===== config.mk =====
export PLATFORM = sky130hd
export DESIGN_NAME = register_readback_serializer
export DESIGN_NICKNAME = d
export VERILOG_FILES = /design/src/rtl/register_readback_serializer.sv
export SDC_FILE = /design/constraint.sdc
export NUM_CORES = 1
export LEC_CHECK = 0
export ABC_AREA = 1
export ABC_CLOCK_PERIOD_IN_PS = 1400
export CORE_MARGIN = 5
export CORE_UTILIZATION = 47
export CTS_CLUSTER_SIZE = 10
export DETAILED_ROUTE_END_ITERATION = 8
export GPL_TIMING_DRIVEN = 0
export PLACE_DENSITY = 0.71
export SETUP_SLACK_MARGIN = 0.02
export SLEW_MARGIN = 20
export SYNTH_ARGS = -nofsm -noshare
export SYNTH_HDL_FRONTEND = slang
export SYNTH_SLANG_ARGS = --single-unit

===== constraint.sdc =====
create_clock -name clk -period 1.4 [get_ports clk]
set_input_delay 0.28 -clock clk [delete_from_list [all_inputs] [get_ports clk]]
set_output_delay 0.28 -clock clk [all_outputs]
set_load 0.05 [all_outputs]

===== src/rtl/register_readback_serializer.sv =====
// Register readback serializer: accepts a WIDTH-bit word over a valid/ready
// handshake and shifts it out MSB first on a framed single-bit line, holding
// each bit for CLK_DIV clocks. All outputs come straight from flops.
module register_readback_serializer #(
    parameter int WIDTH   = 32,
    parameter int CLK_DIV = 4
) (
    input  logic             clk,
    input  logic             rst,
    input  logic             load_valid,
    output logic             load_ready,
    input  logic [WIDTH-1:0] load_data,
    output logic             ser_data,
    output logic             ser_frame,
    output logic             busy,
    output logic             done
);

    localparam int BIT_W = $clog2(WIDTH);
    localparam int DIV_W = (CLK_DIV > 1) ? $clog2(CLK_DIV) : 1;

    localparam logic [BIT_W-1:0] BIT_LAST = BIT_W'(WIDTH - 1);
    localparam logic [DIV_W-1:0] DIV_LAST = DIV_W'(CLK_DIV - 1);

    typedef enum logic [1:0] {
        IDLE  = 2'd0,
        SHIFT = 2'd1,
        DONE  = 2'd2
    } state_t;

    state_t             r_state;
    logic [WIDTH-1:0]   r_shift;
    logic [BIT_W-1:0]   r_bit_cnt;
    logic [DIV_W-1:0]   r_div_cnt;
    logic               r_load_ready;
    logic               r_ser_data;
    logic               r_ser_frame;
    logic               r_busy;
    logic               r_done;

    state_t             w_state_next;
    logic [WIDTH-1:0]   w_shift_next;
    logic [WIDTH-1:0]   w_shifted;
    logic [BIT_W-1:0]   w_bit_cnt_next;
    logic [DIV_W-1:0]   w_div_cnt_next;
    logic               w_load_ready_next;
    logic               w_ser_data_next;
    logic               w_ser_frame_next;
    logic               w_busy_next;
    logic               w_done_next;

    // The bit presented next is the MSB of the word after one more left shift.
    assign w_shifted = r_shift << 1;

    assign load_ready = r_load_ready;
    assign ser_data   = r_ser_data;
    assign ser_frame  = r_ser_frame;
    assign busy       = r_busy;
    assign done       = r_done;

    // State, datapath and output registers; reset clears everything at once.
    always_ff @(posedge clk or negedge rst) begin
        if (!rst) begin
            r_state      <= IDLE;
            r_shift      <= '0;
            r_bit_cnt    <= '0;
            r_div_cnt    <= '0;
            r_load_ready <= 1'b0;
            r_ser_data   <= 1'b0;
            r_ser_frame  <= 1'b0;
            r_busy       <= 1'b0;
            r_done       <= 1'b0;
        end else begin
            r_state      <= w_state_next;
            r_shift      <= w_shift_next;
            r_bit_cnt    <= w_bit_cnt_next;
            r_div_cnt    <= w_div_cnt_next;
            r_load_ready <= w_load_ready_next;
            r_ser_data   <= w_ser_data_next;
            r_ser_frame  <= w_ser_frame_next;
            r_busy       <= w_busy_next;
            r_done       <= w_done_next;
        end
    end

    // Next-state and next-output logic; every register holds unless changed.
    always_comb begin
        w_state_next      = r_state;
        w_shift_next      = r_shift;
        w_bit_cnt_next    = r_bit_cnt;
        w_div_cnt_next    = r_div_cnt;
        w_load_ready_next = r_load_ready;
        w_ser_data_next   = r_ser_data;
        w_ser_frame_next  = r_ser_frame;
        w_busy_next       = r_busy;
        w_done_next       = r_done;

        case (r_state)
            IDLE: begin
                // load_ready only becomes visible one edge after reset release,
                // so a word can be taken only once the registered ready is high.
                w_load_ready_next = 1'b1;
                w_ser_frame_next  = 1'b0;
                w_ser_data_next   = 1'b0;
                w_busy_next       = 1'b0;
                w_done_next       = 1'b0;
                if (load_valid && r_load_ready) begin
                    w_state_next      = SHIFT;
                    w_shift_next      = load_data;
                    w_bit_cnt_next    = BIT_LAST;
                    w_div_cnt_next    = '0;
                    w_load_ready_next = 1'b0;
                    w_busy_next       = 1'b1;
                    w_ser_frame_next  = 1'b1;
                    w_ser_data_next   = load_data[WIDTH-1];
                end
            end

            SHIFT: begin
                if (r_div_cnt == DIV_LAST) begin
                    w_div_cnt_next = '0;
                    if (r_bit_cnt != '0) begin
                        w_shift_next    = w_shifted;
                        w_ser_data_next = w_shifted[WIDTH-1];
                        w_bit_cnt_next  = r_bit_cnt - BIT_W'(1);
                    end else begin
                        w_state_next     = DONE;
                        w_ser_frame_next = 1'b0;
                        w_ser_data_next  = 1'b0;
                        w_done_next      = 1'b1;
                    end
                end else begin
                    w_div_cnt_next = r_div_cnt + DIV_W'(1);
                end
            end

            DONE: begin
                w_state_next      = IDLE;
                w_done_next       = 1'b0;
                w_busy_next       = 1'b0;
                w_load_ready_next = 1'b1;
            end

            default: begin
                w_state_next      = IDLE;
                w_load_ready_next = 1'b0;
                w_ser_frame_next  = 1'b0;
                w_ser_data_next   = 1'b0;
                w_busy_next       = 1'b0;
                w_done_next       = 1'b0;
            end
        endcase
    end

endmodule

==> results.sh <==
export IMPL_path_clk_slew_ps=80
export IMPL_vias=2125
export IMPL_track_usage_pct=17.3
export IMPL_fmax_ghz=0.752
export IMPL_cts_tree="done"
export IMPL_relSlewSlack_pct=71.2
export IMPL_place_congestion=0.782
export IMPL_critPathMaxStageDelay_ps=410
export IMPL_syn_area_mm2=0.00232
export IMPL_cts_buffers=5
export IMPL_endpoint_kind="register"
export IMPL_root_buffer="clkbuf_8"
export IMPL_maxCapViolations=0
export IMPL_antenna_found_initial=0
export IMPL_crit_slowest_cell="dfrtp_1"
export IMPL_viasPerCell=4.78
export IMPL_grt_pass1_wl_um=8750
export IMPL_routed_wl_um=5160
export IMPL_p_sw_share_pct=21.2
export IMPL_worstRegToRegCells=7
export IMPL_rsz0062_at_grt="yes"
export IMPL_dp_hpwl_um=3630
export IMPL_final_common_cell="nand2_1"
export IMPL_core_area_mm2=0.00475
export IMPL_die_w_um=80.2
export IMPL_num_nets_final=414
export IMPL_area_delta_synth_final_pct=31.0
export IMPL_synth_seq_cells=45
export IMPL_cts_buffer_depth=2
export IMPL_grt_max_degree=29
export IMPL_p_seq_share_pct=58.7
export IMPL_clock_skew_ps=3.64
export IMPL_die_y_um=80.2
export IMPL_cts_sinks=45
export IMPL_ios=40
export IMPL_path_common_cell="nand2_1"
export IMPL_rr_endpoint="r_shift[1]"
export IMPL_final_core_util_pct=63.8
export IMPL_startpoint="r_bit_cnt[1]"
export IMPL_netlist_instances=319
export IMPL_crit_fanout=10
export IMPL_p_sw_mw=0.469
export IMPL_critPathLaunchType="register"
export IMPL_slew_violations=0
export IMPL_p_int_mw=1.74
export IMPL_h_tree_depth=2
export IMPL_p_total_mw=2.21
export IMPL_synthesis_nets=356
export IMPL_synthDistinctLibCells=20
export IMPL_critical_path_class="reg -> reg"
export IMPL_worstPathArrival_ps=1570
export IMPL_drive_above_1_share_pct=14.0
export IMPL_wl_per_cell_um=11.6
export IMPL_hp_class="in -> async"
export IMPL_start_util_pct=48.7
export IMPL_ys_warn_count=0
export IMPL_die_area_mm2=0.00643
export IMPL_r2r_slack_ps=70
export IMPL_mostFrequentLayoutCells="nand2_1 (183), dfrtp_1 (43), nand3_1 (41)"
export IMPL_crit_chain="inv_1 > ha_4 > nand4_4 > nand2_4 > buf_6 > nand2_1 > nand2_1"
export IMPL_dr_pass1_iters=4
export IMPL_diodes=0
export IMPL_grt_pass1_vias=1973
export IMPL_drt_iter0_markers=122
export IMPL_fin_ws_ps=69.5
export IMPL_setup_viol=0
export IMPL_p_per_area_mw_per_mm2=729
export IMPL_final_hold_viol_count=0
export IMPL_avgSynthCellArea_um2=7.26
export IMPL_cp_required_ps=1640
export IMPL_path_buf_inv=2
export IMPL_period_needed_ps=1330
export IMPL_power_leakage_nw=1.66
export IMPL_num_fill_cells=459
export IMPL_seq_area_mm2=0.00113
export IMPL_ir_worst_vdd_uv=422
export IMPL_drc=0
export IMPL_rows=25
export IMPL_fin_crit_sh_pct=95.0
export IMPL_p_comb_share_pct=5.8
export IMPL_synth_yosys_seq_area_share_pct=48.6
export IMPL_place_ws_ps=-282
export IMPL_overflow=0
export IMPL_clockPowerShare_pct=35.5
export IMPL_tightestPinTransition_ps=432
export IMPL_insertion_delay_ps=300
export IMPL_status="completed"
export IMPL_reg2reg_from="r_bit_cnt[1]"
export IMPL_crit_family="simple AND/OR/NAND/NOR gates"
export IMPL_drtAntennaViolNets=0
export IMPL_port_buffers=39
export IMPL_multi_input_area_mm2=0.00109
-- registers in the layout, indices dropped and copies added, names as in the netlist --
register,count
ser_data,1
done,1
ser_frame,1
busy,1
r_state,2
r_shift,31
r_div_cnt,2
load_ready,1
r_bit_cnt,5
-- metal layers --
metal / track usage [%] / up-vias / share of wire [%]
met2: 28.4 / 39 / 49
li1: - / 1112 / -
met3: 3.70 / 4 / 4.5
met1: 22.8 / 970 / 46
met5: 0 / - / 0
met4: 5.07 / 0 / 0.85
-- through the flow --
| step | std cells | setup TNS (ps) | hold WS, ps | instance area (um^2) |
|---|---|---|---|---|
| finish | 445 | 0 | 463 | 3040 |
| global route | 445 | -62.5 | 494 | 3040 |
| CTS | 441 | 0 | 448 | 2990 |
| detailed placement | 426 | -9080 | 238 | 2810 |
| global placement | 425 | -63940 | 454 | 2800 |
| floorplan | 319 | 0 | -15.6 | 2320 |
-- synthesized netlist by cell type --
master,n,area [um^2]
inv_1,6,22.5
nand2_2,2,12.5
ha_1,2,25.0
buf_4,4,30.0
nor3_1,1,5.00
inv_4,1,6.26
nand2_4,1,11.3
nand4_4,1,21.3
dfrtp_1,45,1130
a21oi_1,1,5.00
buf_6,3,33.8
nand3_1,42,210
xnor2_1,1,8.76
inv_2,1,3.75
buf_2,5,25.0
nand3b_1,1,7.51
o21ai_0,4,20.0
clkbuf_1,4,15.0
nand2_1,185,694
nor2_1,9,33.8
-- power groups by stage --
stage          Combinational [mW]  Sequential (mW)  Clock, mW
6_report                    0.128             1.30      0.785
5_1_grt                     0.141             1.30      0.852
4_1_cts                     0.131             1.30      0.813
3_5_place_dp                0.128             1.32          0
3_3_place_gp                0.123             1.32          0
2_1_floorplan            0.000984             1.32          0
-- final cells by class --
type                    instances  area share (%)
clock buffers                   8            2.64
repair buffers                 52            16.4
multi-input cells             250            36.0
well taps                      67            2.76
plain buffers                  15            3.87
inverters                       8            1.15
flip-flops and latches         45            37.2
-- how the worst max path moves through the flow --
stage | to | slack, ps | cells after the start
after global routing | r_shift[11] | -10 | 7
after CTS | r_shift[8] | 30 | 7
after global placement | load_ready | -1390 | 1
after floorplan | r_shift[17] | 50 | 6
final | r_shift[1] | 70 | 7
after detailed placement | r_shift[18] | -280 | 7
-- worst reg2reg max path: cells and delay by family (launching register included) --
| family | cells | cell delay (ps) |
|---|---|---|
| buffers and inverters | 2 | 260 |
| and+or+nand+nor | 4 | 440 |
| adders and majority gates | 1 | 170 |
| DFF | 1 | 410 |
-- logic make-up (layout without fill, tap and decap cells) --
logic type | after synthesis | in the layout | share of synthesized area (%)
xor+xnor | 1 | 1 | 0.378
flops | 45 | 45 | 48.6
fa+ha+maj | 2 | 2 | 1.08
buf+inv | 24 | 83 | 5.89
compound gates | 5 | 5 | 1.08
simple gates | 242 | 242 | 43.0
-- repair_timing --
item | in CTS | in global routing
endpoints found under the hold margin | 17 | 0
pin swaps | 3 | 3
hold buffers | 1 | 0
endpoints found under the setup margin | 40 | 35
buffers inserted | 7 | 4
cloned | 0 | 0
resized for setup | 27 | 11
No activity file was read; power rests on OpenSTA's default activity.
